$ cat config.mk
export PLATFORM = sky130hd
export DESIGN_NAME = instr_fetch_mem
export DESIGN_NICKNAME = d
export VERILOG_FILES = /design/src/rtl/instr_fetch_mem.sv
export SDC_FILE = /design/constraint.sdc
export NUM_CORES = 2
export LEC_CHECK = 0
export ABC_CLOCK_PERIOD_IN_PS = 4150
export BUFFER_PORTS_ARGS = -buffer_cell sky130_fd_sc_hd__buf_4
export CAP_MARGIN = 20
export CORE_MARGIN = 3
export CORE_UTILIZATION = 35
export CTS_CLUSTER_SIZE = 25
export DETAILED_ROUTE_END_ITERATION = 12
export HOLD_SLACK_MARGIN = 0.05
export PLACE_DENSITY_LB_ADDON = 0.2
export SYNTH_ARGS = -nofsm -noshare
export SYNTH_HDL_FRONTEND = slang
export SYNTH_MEMORY_MAX_BITS = 65536
export SYNTH_SLANG_ARGS = --single-unit
$ cat constraint.sdc
create_clock -name clk -period 4.15 [get_ports clk]
set_clock_uncertainty 0.05 [all_clocks]
set_input_delay 0 -clock clk [delete_from_list [all_inputs] [get_ports clk]]
set_output_delay 0 -clock clk [all_outputs]
set_load 0.005 [all_outputs]
$ cat src/rtl/instr_fetch_mem.sv
// Loadable instruction memory with a valid/ready fetch port, a 2-entry response FIFO,
// branch-redirect flush and in-band alignment/bounds error reporting.
module instr_fetch_mem #(
    parameter int                 INSTR_W      = 16,
    parameter int                 ADDR_W       = 16,
    parameter int                 MEM_BYTES    = 1024,
    parameter int                 STRIDE_BYTES = 4,
    parameter logic [INSTR_W-1:0] NOP_VALUE    = '0
) (
    input  logic                                      clk,
    input  logic                                      rst_n,
    input  logic                                      ld_we,
    input  logic [$clog2(MEM_BYTES/STRIDE_BYTES)-1:0] ld_idx,
    input  logic [INSTR_W-1:0]                        ld_data,
    input  logic                                      ld_done,
    output logic                                      ld_err,
    output logic                                      running,
    input  logic                                      req_valid,
    output logic                                      req_ready,
    input  logic [ADDR_W-1:0]                         req_addr,
    input  logic                                      flush,
    output logic                                      rsp_valid,
    input  logic                                      rsp_ready,
    output logic [INSTR_W-1:0]                        rsp_instr,
    output logic [ADDR_W-1:0]                         rsp_addr,
    output logic                                      rsp_err,
    output logic                                      err_sticky
);
    // Handshakes: a request transfers on the rising edge where req_valid && req_ready;
    // a response transfers on the rising edge where rsp_valid && rsp_ready, and the
    // rsp_* fields hold steady while rsp_valid=1 and rsp_ready=0.

    localparam int DEPTH = MEM_BYTES / STRIDE_BYTES;
    localparam int IDX_W = $clog2(DEPTH);
    localparam int OFF_W = $clog2(STRIDE_BYTES);
    localparam logic [ADDR_W-1:0] OFF_MASK = ADDR_W'(STRIDE_BYTES - 1);
    localparam logic [ADDR_W:0]   SPAN_M1  = (ADDR_W+1)'(STRIDE_BYTES - 1);
    localparam logic [ADDR_W:0]   MEM_LIM  = (ADDR_W+1)'(MEM_BYTES);

    typedef enum logic {
        ST_BOOT = 1'b0,
        ST_RUN  = 1'b1
    } state_t;

    state_t state_q, state_d;

    logic [INSTR_W-1:0] mem [DEPTH];

    logic [INSTR_W-1:0] fifo_instr [2];
    logic [ADDR_W-1:0]  fifo_addr  [2];
    logic               fifo_err   [2];
    logic               wr_ptr, rd_ptr;
    logic [1:0]         fifo_count;

    logic [ADDR_W:0]    req_end;
    logic               req_aligned, req_legal;
    logic [IDX_W-1:0]   req_idx;
    logic               push, pop, flush_run;

    // State register
    always_ff @(posedge clk or negedge rst_n) begin
        if (!rst_n) state_q <= ST_BOOT;
        else        state_q <= state_d;
    end

    // Next state: BOOT is left once, and only a reset brings it back
    always_comb begin
        state_d = state_q;
        if (state_q == ST_BOOT && ld_done) state_d = ST_RUN;
    end

    // FSM outputs
    always_comb begin
        running   = (state_q == ST_RUN);
        ld_err    = (state_q == ST_RUN) && ld_we;
        req_ready = (state_q == ST_RUN) && !flush && (fifo_count < 2'd2);
    end

    // Load port; memory contents deliberately survive reset
    always_ff @(posedge clk) begin
        if (state_q == ST_BOOT && ld_we) mem[ld_idx] <= ld_data;
    end

    // End address is one bit wider than req_addr so high addresses cannot wrap into range
    assign req_end     = {1'b0, req_addr} + SPAN_M1;
    assign req_aligned = (req_addr & OFF_MASK) == '0;
    assign req_legal   = req_aligned && (req_end < MEM_LIM);
    assign req_idx     = IDX_W'(req_addr >> OFF_W);

    assign push      = req_valid && req_ready;
    assign pop       = rsp_valid && rsp_ready;
    assign flush_run = flush && (state_q == ST_RUN);

    // The synchronous read lands directly in the FIFO slot, giving one-cycle latency
    always_ff @(posedge clk) begin
        if (push) begin
            fifo_instr[wr_ptr] <= req_legal ? mem[req_idx] : NOP_VALUE;
            fifo_addr[wr_ptr]  <= req_addr;
            fifo_err[wr_ptr]   <= !req_legal;
        end
    end

    always_ff @(posedge clk or negedge rst_n) begin
        if (!rst_n) begin
            wr_ptr     <= 1'b0;
            rd_ptr     <= 1'b0;
            fifo_count <= 2'd0;
            err_sticky <= 1'b0;
        end else begin
            if (push && !req_legal) err_sticky <= 1'b1;
            if (flush_run) begin
                wr_ptr     <= 1'b0;
                rd_ptr     <= 1'b0;
                fifo_count <= 2'd0;
            end else begin
                if (push) wr_ptr <= ~wr_ptr;
                if (pop)  rd_ptr <= ~rd_ptr;
                case ({push, pop})
                    2'b10:   fifo_count <= fifo_count + 2'd1;
                    2'b01:   fifo_count <= fifo_count - 2'd1;
                    default: fifo_count <= fifo_count;
                endcase
            end
        end
    end

    // Response fields read zero whenever nothing is buffered
    always_comb begin
        rsp_valid = (fifo_count != 2'd0);
        rsp_instr = rsp_valid ? fifo_instr[rd_ptr] : '0;
        rsp_addr  = rsp_valid ? fifo_addr[rd_ptr]  : '0;
        rsp_err   = rsp_valid ? fifo_err[rd_ptr]   : 1'b0;
    end

endmodule

==> insert_results.sql <==
INSERT INTO impl_metrics (metric_group, metric, value, unit) VALUES
('outcome', 'outcome', 'finished clean', ''),
('floorplanning', 'die-area', '467000', 'µm²'),
('worst_setup_path', 'critical_path.endpoint_type', 'flip-flop', ''),
('cts', 'cts-root-to-sink-buffers', '4', ''),
('global_routing', 'global_route.overflow_total', '0', ''),
('yosys', 'synth.yosys.warnings', '0', ''),
('timing', 'transition_time_at_the_pin_with_the_least_slew_margin', '1.399', 'ns'),
('yosys', 'avgSynthCellArea', '23.50', 'µm²'),
('drt', 'vias_per_cell', '5.542', ''),
('timing', 'period_minus_slack', '3.875', 'ns'),
('min_path', 'timing.hold.worst_path_depth', '2', ''),
('cts', 'clkTransAtPathRegs', '0.06', 'ns'),
('global_routing', 'pin_count_of_the_biggest_net_entering_global_routing', '165', ''),
('floorplanning', 'initial_utilization', '35.16', '%'),
('min_path', 'hold_path.class', 'primary input to flip-flop', ''),
('drt', 'firstDrtPassIters', '6', ''),
('place', 'post-place-ws', '0.04288', 'ns'),
('min_path', 'min_from', 'ld_data[0]', ''),
('timing', 'rsz0062_at_grt', 'false', ''),
('floorplanning', 'io-pin-count', '85', ''),
('drt', 'via_count', '78853', ''),
('place', 'dp_hpwl', '298.0', 'mm'),
('global_routing', 'first_global_vias', '79400', ''),
('drt', 'drcViolationCount', '0', ''),
('floorplanning', 'fp.dieW', '683.4', 'µm'),
('yosys', 'synth.yosys.seq_area_share', '77.91', '%'),
('power', 'peak_ir_drop_on_the_vdd_network', '0.0003804', 'V'),
('layout', 'drive_gt1_share', '33.91', '%'),
('worst_setup_path', 'timing.critical_path.cells', 'dlygate4sd3_1 -> buf_16 -> buf_12 -> buf_4 -> mux4_2 -> a22oi_1 -> a21oi_1 -> or3_1 -> nor3_1 -> nor3_1', ''),
('floorplanning', 'fp-row-count', '248', ''),
('drt', 'totalWireLength', '490.9', 'mm'),
('worst_setup_path', 'crit_path_frequent_cell', 'sky130_fd_sc_hd__nor3_1', ''),
('yosys', 'mappedNetlistArea', '160600', 'µm²'),
('yosys', 'synth-edff-count', '4162', ''),
('layout', 'finalNetCount', '7777', ''),
('floorplanning', 'floorplan.die.height', '683.4', 'µm'),
('cts', 'htree_num_levels', '5', ''),
('global_routing', 'antenna_found_initial', '41', ''),
('min_path', 'whs_endpoint', 'mem[192][0]', ''),
('yosys', 'syn_inst', '6835', ''),
('layout', 'regArea', '125100', 'µm²'),
('drt', 'detail_route.iter0.violations', '10086', ''),
('drt', 'avg_wl_per_cell', '34.50', 'µm'),
('power', 'power', '90.16', 'mW'),
('cts', 'clk_latency', '0.96', 'ns'),
('cts', 'tritoncts.num_buffers', '438', ''),
('yosys', 'synth_flop_cell', 'sky130_fd_sc_hd__edfxtp_1', ''),
('layout', 'n_fill_cell', '39850', ''),
('timing', 'fin_ws', '0.2746', 'ns'),
('timing', 'slew_headroom', '6.745', '%'),
('worst_setup_path', 'cp_data_arrival_time', '4.52', 'ns'),
('yosys', 'synth_nets', '6882', ''),
('timing', 'final-setup-viol-count', '0', ''),
('layout', 'area_occupied_by_multi_input_gates', '33560', 'µm²'),
('worst_setup_path', 'worst_path_largest_cell_delay', '0.88', 'ns'),
('worst_setup_path', 'crit_path_start_kind', 'primary input', ''),
('power', 'p_leak', '58.81', 'nW'),
('worst_setup_path', 'cp.required', '4.79', 'ns'),
('cts', 'clock_sink_count', '4168', ''),
('place', 'gpl.final_weighted_congestion', '0.8386', ''),
('worst_setup_path', 'r2r_slack', '0.63', 'ns'),
('cts', 'cts_tree', 'yes', ''),
('worst_setup_path', 'r2r_start', 'running', ''),
('floorplanning', 'core_region_area', '456800', 'µm²'),
('worst_setup_path', 'timing.reg2reg.worst_path_depth', '8', ''),
('timing', 'achievable-frequency', '258.0', 'MHz'),
('yosys', 'yosys_register_bits', '4168', ''),
('place', 'numPortBuffers', '84', ''),
('power', 'powerDensity', '478.6', 'nW/µm²'),
('run', 'cap_violations', '0', ''),
('yosys', 'synth.distinct_cells', '77', '');
[where the power goes]
group          switching, mW  internal, mW  total [mW]
clock network           16.5          22.6        39.1
logic                   3.00          1.68        4.68
registers             0.0211          46.3        46.4
[cell usage in the layout, fill, tap and decap left out, types with 80 or more instances in the layout]
cell,synthesis,layout
sky130_fd_sc_hd__buf_4,84,668
sky130_fd_sc_hd__nor2_1,330,126
sky130_fd_sc_hd__nor2_2,0,202
sky130_fd_sc_hd__clkbuf_16,0,444
sky130_fd_sc_hd__edfxtp_1,4162,4162
sky130_fd_sc_hd__mux4_2,1111,1111
sky130_fd_sc_hd__clkinv_1,0,116
sky130_fd_sc_hd__buf_12,6,80
sky130_fd_sc_hd__clkinv_2,0,80
sky130_fd_sc_hd__mux2i_1,201,201
[what timing repair did]
item,in CTS,in global routing
endpoints found under the hold margin,5141,0
gates resized for setup,0,0
hold buffers,75,0
buffers inserted,0,0
[Yosys cell counts (6+ instances only)]
library cell               instances  area (µm²)
sky130_fd_sc_hd__clkbuf_1        113       424.2
sky130_fd_sc_hd__nand3_1          39       195.2
sky130_fd_sc_hd__a211oi_1         47       352.8
sky130_fd_sc_hd__o311ai_0          6       52.55
sky130_fd_sc_hd__nor4_1           19       118.9
sky130_fd_sc_hd__mux2_2           18       202.7
sky130_fd_sc_hd__nand4_1          13       81.33
sky130_fd_sc_hd__buf_12            6       120.1
sky130_fd_sc_hd__nand2b_1         15       93.84
sky130_fd_sc_hd__nand2_1          64       240.2
sky130_fd_sc_hd__buf_4            84       630.6
sky130_fd_sc_hd__nor2_1          330        1239
sky130_fd_sc_hd__mux4_2         1111       25020
sky130_fd_sc_hd__nor2b_1          37       231.5
sky130_fd_sc_hd__dfrtp_1           6       150.1
sky130_fd_sc_hd__buf_1            20       75.07
sky130_fd_sc_hd__and2_1            9       56.30
sky130_fd_sc_hd__mux4_1           28       735.7
sky130_fd_sc_hd__o22ai_1          65       406.6
sky130_fd_sc_hd__edfxtp_1       4162      125000
sky130_fd_sc_hd__mux2i_1         201        2012
sky130_fd_sc_hd__o21ai_0          26       130.1
sky130_fd_sc_hd__buf_6            60       675.7
sky130_fd_sc_hd__buf_2            99       495.5
sky130_fd_sc_hd__a22oi_1          66       495.5
sky130_fd_sc_hd__o211ai_1         13       97.59
sky130_fd_sc_hd__a21oi_1          35       175.2
sky130_fd_sc_hd__o221ai_1          9       78.83
sky130_fd_sc_hd__a22o_1           10       87.58
sky130_fd_sc_hd__nor3_1           24       120.1
[registers in the layout, summed over array words and instances, names as in the netlist]
| name | cells |
|---|---|
| err_sticky | 1 |
| fifo_addr | 32 |
| fifo_count | 2 |
| fifo_err | 2 |
| fifo_instr | 32 |
| mem | 4096 |
| rd_ptr | 1 |
| running | 1 |
| wr_ptr | 1 |
[layer usage]
metal	track usage (%)	wire, µm
met1	29.57	206100
met2	32.51	229300
met3	3.777	39790
met4	5.687	15650
met5	0	35
[logic make-up (layout without fill, tap and decap cells)]
logic type / Yosys count / in the layout / share of synthesized area [%]
other: 0 / 7 / 0
and+or+nand+nor: 580 / 580 / 1.615
xor gates and xnor gates: 2 / 2 / 0.01091
muxes: 1358 / 1358 / 17.42
buffers and inverters: 395 / 1656 / 1.580
DFF: 4168 / 4168 / 77.91
AOI/OAI and AO/OA: 332 / 332 / 1.468
[per-stage QoR]
step / hold slack [ns] / std cells / area, µm² / utilization (%)
after floorplan: -0.3456 / 6835 / 160600 / -
after global placement: -0.2405 / 13331 / 173200 / 37.93
after detailed placement: -0.2368 / 13333 / 173300 / 37.93
after CTS: 0.05949 / 14214 / 188300 / 41.23
after global routing: 0.07824 / 14222 / 188400 / 41.24
final: 0.08430 / 14228 / 188400 / 41.24
[how the worst max path moves through the flow]
stage | startpoint | end | slack (ns) | cells past startpoint
after floorplan | running | fifo_addr[0][0] | 1.16 | 3
after global placement | req_addr[2] | fifo_instr[0][10] | 0.07 | 10
after detailed placement | req_addr[2] | fifo_instr[0][7] | 0.04 | 9
after CTS | req_addr[2] | fifo_instr[0][7] | 0.45 | 10
after global routing | req_addr[2] | fifo_instr[0][7] | 0.27 | 10
final | req_addr[2] | fifo_instr[1][7] | 0.27 | 10
[final cells by class]
| cell class | instances | share of cell area [%] |
|---|---|---|
| diodes | 7 | 0.009298 |
| clock buffers | 525 | 6.080 |
| clock inverters | 281 | 1.496 |
| repair buffers | 844 | 4.090 |
| multi-input cells | 2272 | 17.81 |
| flip-flops and latches | 4168 | 66.42 |
| inverters | 6 | 0.02059 |
| well taps | 6125 | 4.068 |
[critical path: cells and delay by family]
kind / cells / cell delay, ns
buffers and inverters: 4 / 1.72
and+or+nand+nor: 3 / 1.51
AOI/OAI and AO/OA: 2 / 0.54
muxes: 1 / 0.53
(Power assumes the default switching activity.)
